===== src/rtl/dmem_responder_if.sv =====
// Request/response bus between the CPU load/store path and the data-memory responder.
// Signal names follow the responder's point of view (_i into it, _o out of it).
interface dmem_responder_if;
    logic        req_valid_i;
    logic        req_ready_o;
    logic        req_we_i;
    logic [31:0] req_addr_i;
    logic [31:0] req_wdata_i;
    logic [3:0]  req_be_i;
    logic        rsp_valid_o;
    logic        rsp_ready_i;
    logic [31:0] rsp_rdata_o;
    logic        rsp_err_o;

    modport slave (
        input  req_valid_i,
        output req_ready_o,
        input  req_we_i,
        input  req_addr_i,
        input  req_wdata_i,
        input  req_be_i,
        output rsp_valid_o,
        input  rsp_ready_i,
        output rsp_rdata_o,
        output rsp_err_o
    );

    modport master (
        output req_valid_i,
        input  req_ready_o,
        output req_we_i,
        output req_addr_i,
        output req_wdata_i,
        output req_be_i,
        input  rsp_valid_o,
        output rsp_ready_i,
        input  rsp_rdata_o,
        input  rsp_err_o
    );
endinterface


===== src/rtl/dmem_responder.sv =====
// Multi-cycle data-memory responder: one request at a time, LATENCY wait states,
// byte-enabled word storage, response held until the requester takes it.
module dmem_responder #(
    parameter int DEPTH_WORDS = 128,
    parameter int LATENCY     = 2
) (
    input  logic             clk_i,
    input  logic             rst_i,
    dmem_responder_if.slave  bus
);

    localparam int          IDX_W   = (DEPTH_WORDS > 1) ? $clog2(DEPTH_WORDS) : 1;
    localparam logic [3:0]  LAT     = 4'(LATENCY);
    localparam logic [29:0] DEPTH_W = 30'(DEPTH_WORDS);

    typedef enum logic [1:0] {
        ST_IDLE,
        ST_WAIT,
        ST_RESP
    } state_e;

    state_e      state_q, state_d;
    logic [3:0]  cnt_q, cnt_d;
    logic        we_q, we_d;
    logic [31:0] addr_q, addr_d;
    logic [31:0] wdata_q, wdata_d;
    logic [3:0]  be_q, be_d;
    logic [31:0] rdata_q, rdata_d;
    logic        err_q, err_d;

    logic [31:0] mem_q [DEPTH_WORDS];

    // Access operands: with zero wait states the commit happens on the
    // acceptance edge, so the live request is used instead of the latched one.
    logic             commit;
    logic             c_we;
    logic [31:0]      c_addr;
    logic [31:0]      c_wdata;
    logic [3:0]       c_be;
    logic             c_err;
    logic [IDX_W-1:0] c_idx;
    logic [31:0]      rd_word;
    logic             wr_en;

    assign c_we    = (state_q == ST_IDLE) ? bus.req_we_i    : we_q;
    assign c_addr  = (state_q == ST_IDLE) ? bus.req_addr_i  : addr_q;
    assign c_wdata = (state_q == ST_IDLE) ? bus.req_wdata_i : wdata_q;
    assign c_be    = (state_q == ST_IDLE) ? bus.req_be_i    : be_q;
    assign c_idx   = c_addr[IDX_W+1:2];
    assign c_err   = (c_addr[1:0] != 2'b00) || (c_addr[31:2] >= DEPTH_W);
    assign rd_word = mem_q[c_idx];
    assign wr_en   = commit && c_we && !c_err && !rst_i;

    // NOTE: every always_comb output gets its default first, so no path can infer a latch.
    always_comb begin
        state_d = state_q;
        cnt_d   = cnt_q;
        we_d    = we_q;
        addr_d  = addr_q;
        wdata_d = wdata_q;
        be_d    = be_q;
        rdata_d = rdata_q;
        err_d   = err_q;
        commit  = 1'b0;

        case (state_q)
            ST_IDLE: begin
                if (bus.req_valid_i) begin
                    we_d    = bus.req_we_i;
                    addr_d  = bus.req_addr_i;
                    wdata_d = bus.req_wdata_i;
                    be_d    = bus.req_be_i;
                    if (LAT == 4'd0) begin
                        commit  = 1'b1;
                        state_d = ST_RESP;
                    end else begin
                        cnt_d   = LAT;
                        state_d = ST_WAIT;
                    end
                end
            end
            ST_WAIT: begin
                cnt_d = cnt_q - 4'd1;
                if (cnt_q == 4'd1) begin
                    commit  = 1'b1;
                    state_d = ST_RESP;
                end
            end
            ST_RESP: begin
                if (bus.rsp_ready_i) begin
                    state_d = ST_IDLE;
                    rdata_d = '0;
                    err_d   = 1'b0;
                end
            end
            default: state_d = ST_IDLE;
        endcase

        if (commit) begin
            err_d   = c_err;
            rdata_d = (!c_we && !c_err) ? rd_word : '0;
        end
    end

    // NOTE: sequential state uses non-blocking assignments so every register samples pre-edge values.
    always_ff @(posedge clk_i or posedge rst_i) begin
        if (rst_i) begin
            state_q <= ST_IDLE;
            cnt_q   <= '0;
            we_q    <= 1'b0;
            addr_q  <= '0;
            wdata_q <= '0;
            be_q    <= '0;
            rdata_q <= '0;
            err_q   <= 1'b0;
        end else begin
            state_q <= state_d;
            cnt_q   <= cnt_d;
            we_q    <= we_d;
            addr_q  <= addr_d;
            wdata_q <= wdata_d;
            be_q    <= be_d;
            rdata_q <= rdata_d;
            err_q   <= err_d;
        end
    end

    // NOTE: storage is deliberately not reset; reset only blocks the commit via wr_en.
    always_ff @(posedge clk_i) begin
        if (wr_en) begin
            for (int n = 0; n < 4; n++) begin
                if (c_be[n]) begin
                    mem_q[c_idx][8*n +: 8] <= c_wdata[8*n +: 8];
                end
            end
        end
    end

    assign bus.req_ready_o = (state_q == ST_IDLE);
    assign bus.rsp_valid_o = (state_q == ST_RESP);
    assign bus.rsp_rdata_o = rdata_q;
    assign bus.rsp_err_o   = err_q;

endmodule

===== src/flat_wrapper.sv =====
// flat-port wrapper written by rule: the top's interface ports become plain ports
module dmem_responder_flat 
#(
    parameter int DEPTH_WORDS = 128,
    parameter int LATENCY     = 2
)
  (clk_i, rst_i, bus_req_valid_i, bus_req_ready_o, bus_req_we_i, bus_req_addr_i, bus_req_wdata_i, bus_req_be_i, bus_rsp_valid_o, bus_rsp_ready_i, bus_rsp_rdata_o, bus_rsp_err_o);
  dmem_responder_if bus_i ();
  input  logic clk_i;
  input  logic rst_i;
  input wire logic [$bits(bus_i.req_valid_i)-1:0] bus_req_valid_i;
  output wire logic [$bits(bus_i.req_ready_o)-1:0] bus_req_ready_o;
  input wire logic [$bits(bus_i.req_we_i)-1:0] bus_req_we_i;
  input wire logic [$bits(bus_i.req_addr_i)-1:0] bus_req_addr_i;
  input wire logic [$bits(bus_i.req_wdata_i)-1:0] bus_req_wdata_i;
  input wire logic [$bits(bus_i.req_be_i)-1:0] bus_req_be_i;
  output wire logic [$bits(bus_i.rsp_valid_o)-1:0] bus_rsp_valid_o;
  input wire logic [$bits(bus_i.rsp_ready_i)-1:0] bus_rsp_ready_i;
  output wire logic [$bits(bus_i.rsp_rdata_o)-1:0] bus_rsp_rdata_o;
  output wire logic [$bits(bus_i.rsp_err_o)-1:0] bus_rsp_err_o;
  assign bus_i.req_valid_i = bus_req_valid_i;
  assign bus_req_ready_o = bus_i.req_ready_o;
  assign bus_i.req_we_i = bus_req_we_i;
  assign bus_i.req_addr_i = bus_req_addr_i;
  assign bus_i.req_wdata_i = bus_req_wdata_i;
  assign bus_i.req_be_i = bus_req_be_i;
  assign bus_rsp_valid_o = bus_i.rsp_valid_o;
  assign bus_i.rsp_ready_i = bus_rsp_ready_i;
  assign bus_rsp_rdata_o = bus_i.rsp_rdata_o;
  assign bus_rsp_err_o = bus_i.rsp_err_o;
  dmem_responder #(.DEPTH_WORDS(DEPTH_WORDS), .LATENCY(LATENCY)) u_core (.clk_i(clk_i), .rst_i(rst_i), .bus(bus_i));
endmodule

===== config.mk =====
export PLATFORM = sky130hd
export DESIGN_NAME = dmem_responder_flat
export DESIGN_NICKNAME = d
export VERILOG_FILES = /design/src/rtl/dmem_responder_if.sv /design/src/rtl/dmem_responder.sv /design/src/flat_wrapper.sv
export SDC_FILE = /design/constraint.sdc
export NUM_CORES = 2
export LEC_CHECK = 0
export CAP_MARGIN = 10
export CORE_UTILIZATION = 40
export DETAILED_ROUTE_END_ITERATION = 7
export GPL_ROUTABILITY_DRIVEN = 0
export PLACE_DENSITY = 0.6
export SLEW_MARGIN = 20
export SYNTH_ARGS = -nofsm -noshare
export SYNTH_HDL_FRONTEND = slang
export SYNTH_SLANG_ARGS = --single-unit

===== constraint.sdc =====
create_clock -name clk_i -period 3.9 [get_ports clk_i]
set_clock_uncertainty 0.05 [all_clocks]
set_input_delay 1.17 -clock clk_i [delete_from_list [all_inputs] [get_ports clk_i]]
set_output_delay 1.17 -clock clk_i [all_outputs]
set_load 0.005 [all_outputs]

# Word-level counts from Yosys, hierarchy flattened

Memory sizes are Yosys's and may differ from the RTL's.
Cells that the tools add are included.
Widths: inputs -> output; s select.

Add/sub/neg operators: 1
Multiplexer cells: 31
Eq/ne operators: 6
Reductions and logical operators: 17
$lt $le $gt $ge: 1

Operator list:

| kind                | number |
|---|---|
| $mux 32             | 6 |
| $ge 30x8->1 const B | 1 |
| $mux 1              | 18 |
| $mux 4              | 2 |
| $pmux 4 s2          | 1 |
| $reduce_bool 2->1   | 4 |
| $mux 2              | 3 |
| $pmux 2 s3          | 1 |
| $reduce_and 2->1    | 3 |
| $eq 4x1->1 const B  | 1 |
| $logic_and 1x1->1   | 4 |
| $ne 2x1->1 const B  | 2 |
| $sub 4x1->4 const B | 1 |
| $logic_not 1->1     | 3 |
| $reduce_and 3->1    | 1 |
| $eq 2x1->1 const B  | 1 |
| $eq 2x2->1 const B  | 1 |
| $logic_not 2->1     | 1 |
| $ne 2x2->1 const B  | 1 |
| $logic_or 1x1->1    | 1 |

Output and inout port bits: 35
Word-level logic and storage cells: 65
RAM bits: 4,096
Memories kept: 1
Bits of input ports: 73
Bits in registers: 108

Memory list:

| memory       | words | bits a word | read ports | clocked after memory_dff | write ports | RTL line             | RTL |
|---|---|---|---|---|---|---|---|
| u_core.mem_q | 128   | 32          | 1          | 0                        | 1           | dmem_responder.sv:31 | `logic [31:0] mem_q [DEPTH_WORDS];` |

# Logic depth before layout (Yosys ltp)

Depth after elaboration: 9
Mapped depth: 13
Depth with buffers taken out: 9

# Worst setup path before layout

Ideal clock, no wire load.

Path kind: input to register
From: in bus_req_addr_i[9]
To: mem u_core.mem_q[69][10], enable pin
Buffers on the path: 1
Setup time: 383 ps
Data required time: 3,467 ps
Path slack: -127 ps
Arrival time: 3,593 ps
Stages on the path: 8
Cell sequence: or4_1 > nor4_1 > a22o_1 > nand4_1 > or3_1 > a21o_1 > clkbuf_1 > nor3_1

Word-level cells in the longest chain between the ends: 8

RTL lines:

| element                         | RTL line              | RTL |
|---|---|---|
| start: declaration              | flat_wrapper.sv:14    | `input wire logic [$bits(bus_i.req_addr_i)-1:0] bus_req_addr_i;` |
| $mux 32                         | dmem_responder.sv:46  | `assign c_addr = (state_q == ST_IDLE) ? bus.req_addr_i : addr_q;` |
| $ge 30x8->1                     | dmem_responder.sv:50  | `assign c_err = (c_addr[1:0] != 2'b00) \|\| (c_addr[31:2] >= DEPTH_W);` |
| $logic_or 1x1->1                | dmem_responder.sv:50  |  |
| $logic_not 1->1                 | dmem_responder.sv:52  | `assign wr_en = commit && c_we && !c_err && !rst_i;` |
| $logic_and 1x1->1 (2 in series) | dmem_responder.sv:52  |  |
| $mux 1                          | dmem_responder.sv:130 | `if (wr_en) begin` |
| $mux 1 (implied by the code)    | dmem_responder.sv:133 | `mem_q[c_idx][8*n +: 8] <= c_wdata[8*n +: 8];` |
| end: declaration                | dmem_responder.sv:31  |  |

Every way passes these cells.

# Worst setup path after layout

From: in bus_req_addr_i[4]
To: reg u_core.rdata_q[11], in the netlist u_core.bus.rsp_rdata_o[11]

Word-level cells in the longest chain between the ends: 7
Elaborated cells on any way between the ends: 8
Those cells by class: order compare: 1; mux: 3; reduce/logical: 3; memory: 1

RTL lines:

| element                | RTL line              | RTL |
|---|---|---|
| $mux 32 (*)            | dmem_responder.sv:46  |  |
| $ge 30x8->1            | dmem_responder.sv:50  |  |
| $logic_or 1x1->1       | dmem_responder.sv:50  |  |
| $logic_not 1->1        | dmem_responder.sv:101 | `rdata_d = (!c_we && !c_err) ? rd_word : '0;` |
| $logic_and 1x1->1      | dmem_responder.sv:101 |  |
| $mux 32 (*)            | dmem_responder.sv:101 |  |
| $mux 32 (*)            | dmem_responder.sv:99  | `if (commit) begin` |
| end signal: assignment | dmem_responder.sv:123 | `rdata_q <= rdata_d;` |
| end: declaration       | dmem_responder.sv:28  | `logic [31:0] rdata_q, rdata_d;` |

Mark *: on every way between the ends. The rest lies on a longest branch, timed or not.
A chain may end at the register's enable or synchronous reset.

==> metrics.txt <==
FF+latch count, synth=roughly 4200; Starting Density=40.2%; Die ar.=about 400000 um2; fin cells=approximately 18000; # setup viols final=12; top post-synthesis cells by count=4096 x edfxtp_1, 1512 x nand2_1, 986 x o22ai_1; Clock Latency Late Sink=between 0.9 and 1 ns; 1st-iter DRT viols=around 17000; Hold Crit Class=reg -> reg; pre-CTS setup slack=-1.38 ns; port bufs=107; fin nets=between 10000 and 15000; cell area after synthesis=about 160000 um2; chip width=between 600 and 700 um; WL/cell=33.6 um; Synth top area share=about 77%; first-pass GRT wire length=slightly above 800000 um; Post-synth EDFFs=about 4100; fillcell total=about 33000; Synth area leader=edfxtp_1; Post-Syn Nets=roughly 11000; minimum clock period=slightly below 4 ns; Final Max Slew Viols=0; total power=between 150 and 200 mW; Critical Path RT=between 4 and 5 ns; synth top area cells=edfxtp_1 77%, o22ai_1 3.9%, nand2_1 3.6%, a21oi_1 2.0%, nor2_1 2.0%; arrival time at the worst endpoint=between 4 and 5 ns; slew margin rel.=between 15 and 20%; Vias/cell=about 6.2; Area Growth Syn to Fin=24.4%; via count=110000; peak supply drop=around 0.87 mV; Die Ht=between 600 and 700 um; PD cells=810 nW/um2; Sink Count=around 4200; final number of hold-violating endpoints=0; largest net degree at the start of global routing=129; max-cap violation count=0; Syn Inst Count=about 10000; outcome=complete, but fails checks; RSZ-0062 raised after global routing=true; leakage power=roughly 67 nW; layout cells sized above 1=21.9%; Post-Place Cells=17100; CTS tree=built; drt drc=0; Hold WS=around 0.42 ns; Final period util=101%; f_max=0.253 GHz; sequential fraction of the synthesis area=between 70 and 80%; core area=396000 um2; warning count from the yosys run=0; Synth cell types=70; Critical Path Start Type=input port; Top FF cell, synth=edfxtp_1; Worst-path clk slew=approximately 0.06 ns; detailed-router iteration count before antenna repair=8; post-route ant nets=0; Ports=between 100 and 150; failing checks=negative setup slack; CP Capture Type=flop; Crit Path Max Fanout=6; worst setup margin=-0.0556 ns; Max Buffers Root-to-Sink=4; initial antenna violation count=48; GRT Residual Overflow=0; DRT Wirelength=~600000 um; most numerous cell in the Yosys netlist=edfxtp_1; number of placement rows=around 230; Post-synth ARST share=about 2.6%; DP Wirelength=slightly above 400000 um; gr usage total=29.2%; Syn Area/Cell=between 15 and 20 um2; CTS root buffer=clkbuf_16; Slew @ Worst Pin=1.27 ns; setup_tns=-0.197 ns; Crit Path Class=in -> reg; via count of the first global-routing pass=106000; TritonCTS Buffers=417; hold_buf cts=0; H-Tree Depth=5
==> layout make-up <==
cell class | instances | area (um2) | share of cell area (%)
diodes | 53 | 133 | 0.0670
clock inverters | 259 | 2860 | 1.45
repair buffers | 2083 | 20400 | 10.3
multi-input cells | 5547 | 31100 | 15.7
well taps | 5242 | 6560 | 3.32
clock buffers | 513 | 11100 | 5.60
inverters | 12 | 53.8 | 0.0272
flip-flops and latches | 4204 | 126000 | 63.5
==> path summary, 6_finish.rpt <==
path | startpoint | endpoint | slack (ns) | cells past startpoint
worst max-delay path | bus_req_addr_i[4] | u_core.bus.rsp_rdata_o[11]$_DFFE_PP0P_ | -0.06 | 14
worst min-delay path | u_core.addr_q[22]$_DFFE_PP0P_ | u_core.addr_q[22]$_DFFE_PP0P_ | 0.42 | 2
worst max register to register | u_core.addr_q[2]$_DFFE_PP0P_ | u_core.bus.rsp_rdata_o[10]$_DFFE_PP0P_ | 0.04 | 10
worst min register to register | u_core.addr_q[22]$_DFFE_PP0P_ | u_core.addr_q[22]$_DFFE_PP0P_ | 0.42 | 2
max in group asynchronous | rst_i | u_core.addr_q[0]$_DFFE_PP0P_ | 2.19 | 3
min in group asynchronous | rst_i | u_core.addr_q[8]$_DFFE_PP0P_ | 0.82 | 2
==> routing by layer <==
layer	wire [um]	GRT usage (%)	vias to the layer above
met5	460	0.326	-
met2	261000	43.2	8417
li1	-	-	44900
met4	52300	21.7	40
met3	76100	8.14	1724
met1	213000	36.8	55400
==> state kept, by name, indices dropped and copies added (netlist names), 2 cells and up <==
signal                  cells
u_core.mem_q             4096
u_core.wdata_q             32
u_core.cnt_q                4
u_core.addr_q              32
u_core.state_q              2
u_core.bus.rsp_rdata_o     32
u_core.be_q                 4
==> layout by cell type (no fill, tap or decap), drive strengths merged, types with 19 or more instances in the layout <==
cell,instances
edfxtp,4096
buf,1974
nand2,1512
o22ai,986
nor2,845
a21oi,641
clkbuf,515
a32oi,214
clkinv,184
nand3,151
a31oi,142
mux2i,129
o22a,125
o221ai,108
dfrtp,108
o31ai,108
clkdlybuf4s50,107
o21ai,90
nor3,72
nor4,69
o41ai,57
diode,53
bufinv,53
o32ai,24
o31a,21
a31o,21
inv,21
and3,20
a211oi,19
==> power by group <==
| part | total [mW] | internal, mW | switching [mW] |
|---|---|---|---|
| sequential | 58.2 | 57.9 | 0.294 |
| combinational | 60.6 | 19.1 | 41.5 |
| clock | 41.3 | 23.7 | 17.6 |
==> kinds of logic after synthesis <==
group / count (synthesis) / share of synthesized area [%]
muxes: 131 / 0.826
xor gates and xnor gates: 1 / 0.00551
AOI/OAI and AO/OA: 2677 / 11.2
DFF: 4204 / 79.0
and+or+nand+nor: 2736 / 6.92
adders and majority gates: 2 / 0.0157
buffers and inverters: 730 / 2.01
==> worst max-delay path, cell delays in order <==
cell and delay [ns]:
clkdlybuf4s50_1 0.40, buf_4 0.18, buf_4 0.16, and2_1 0.20, buf_4 0.16, nand2_1 0.11, buf_12 0.14, buf_4 0.21
a21oi_1 0.09, or4_1 0.50, o21ai_0 0.71, a41o_1 0.35, nand3b_1 0.23, o21ai_1 0.18
==> metrics by stage <==
step | instance area (um2) | util, %
2_1_floorplan | 159000 | -
3_3_place_gp | 183000 | 46.3
3_5_place_dp | 183000 | 46.3
4_1_cts | 197000 | 49.9
5_1_grt | 198000 | 49.9
6_report | 198000 | 50.0
==> repair_timing <==
item	in CTS	in global routing
gates cloned	0	2
pin swaps	1	2
setup buffers	2	1
resized for setup	17	39
endpoints found under the setup margin	73	31
No activity file was read; power rests on OpenSTA's default activity.
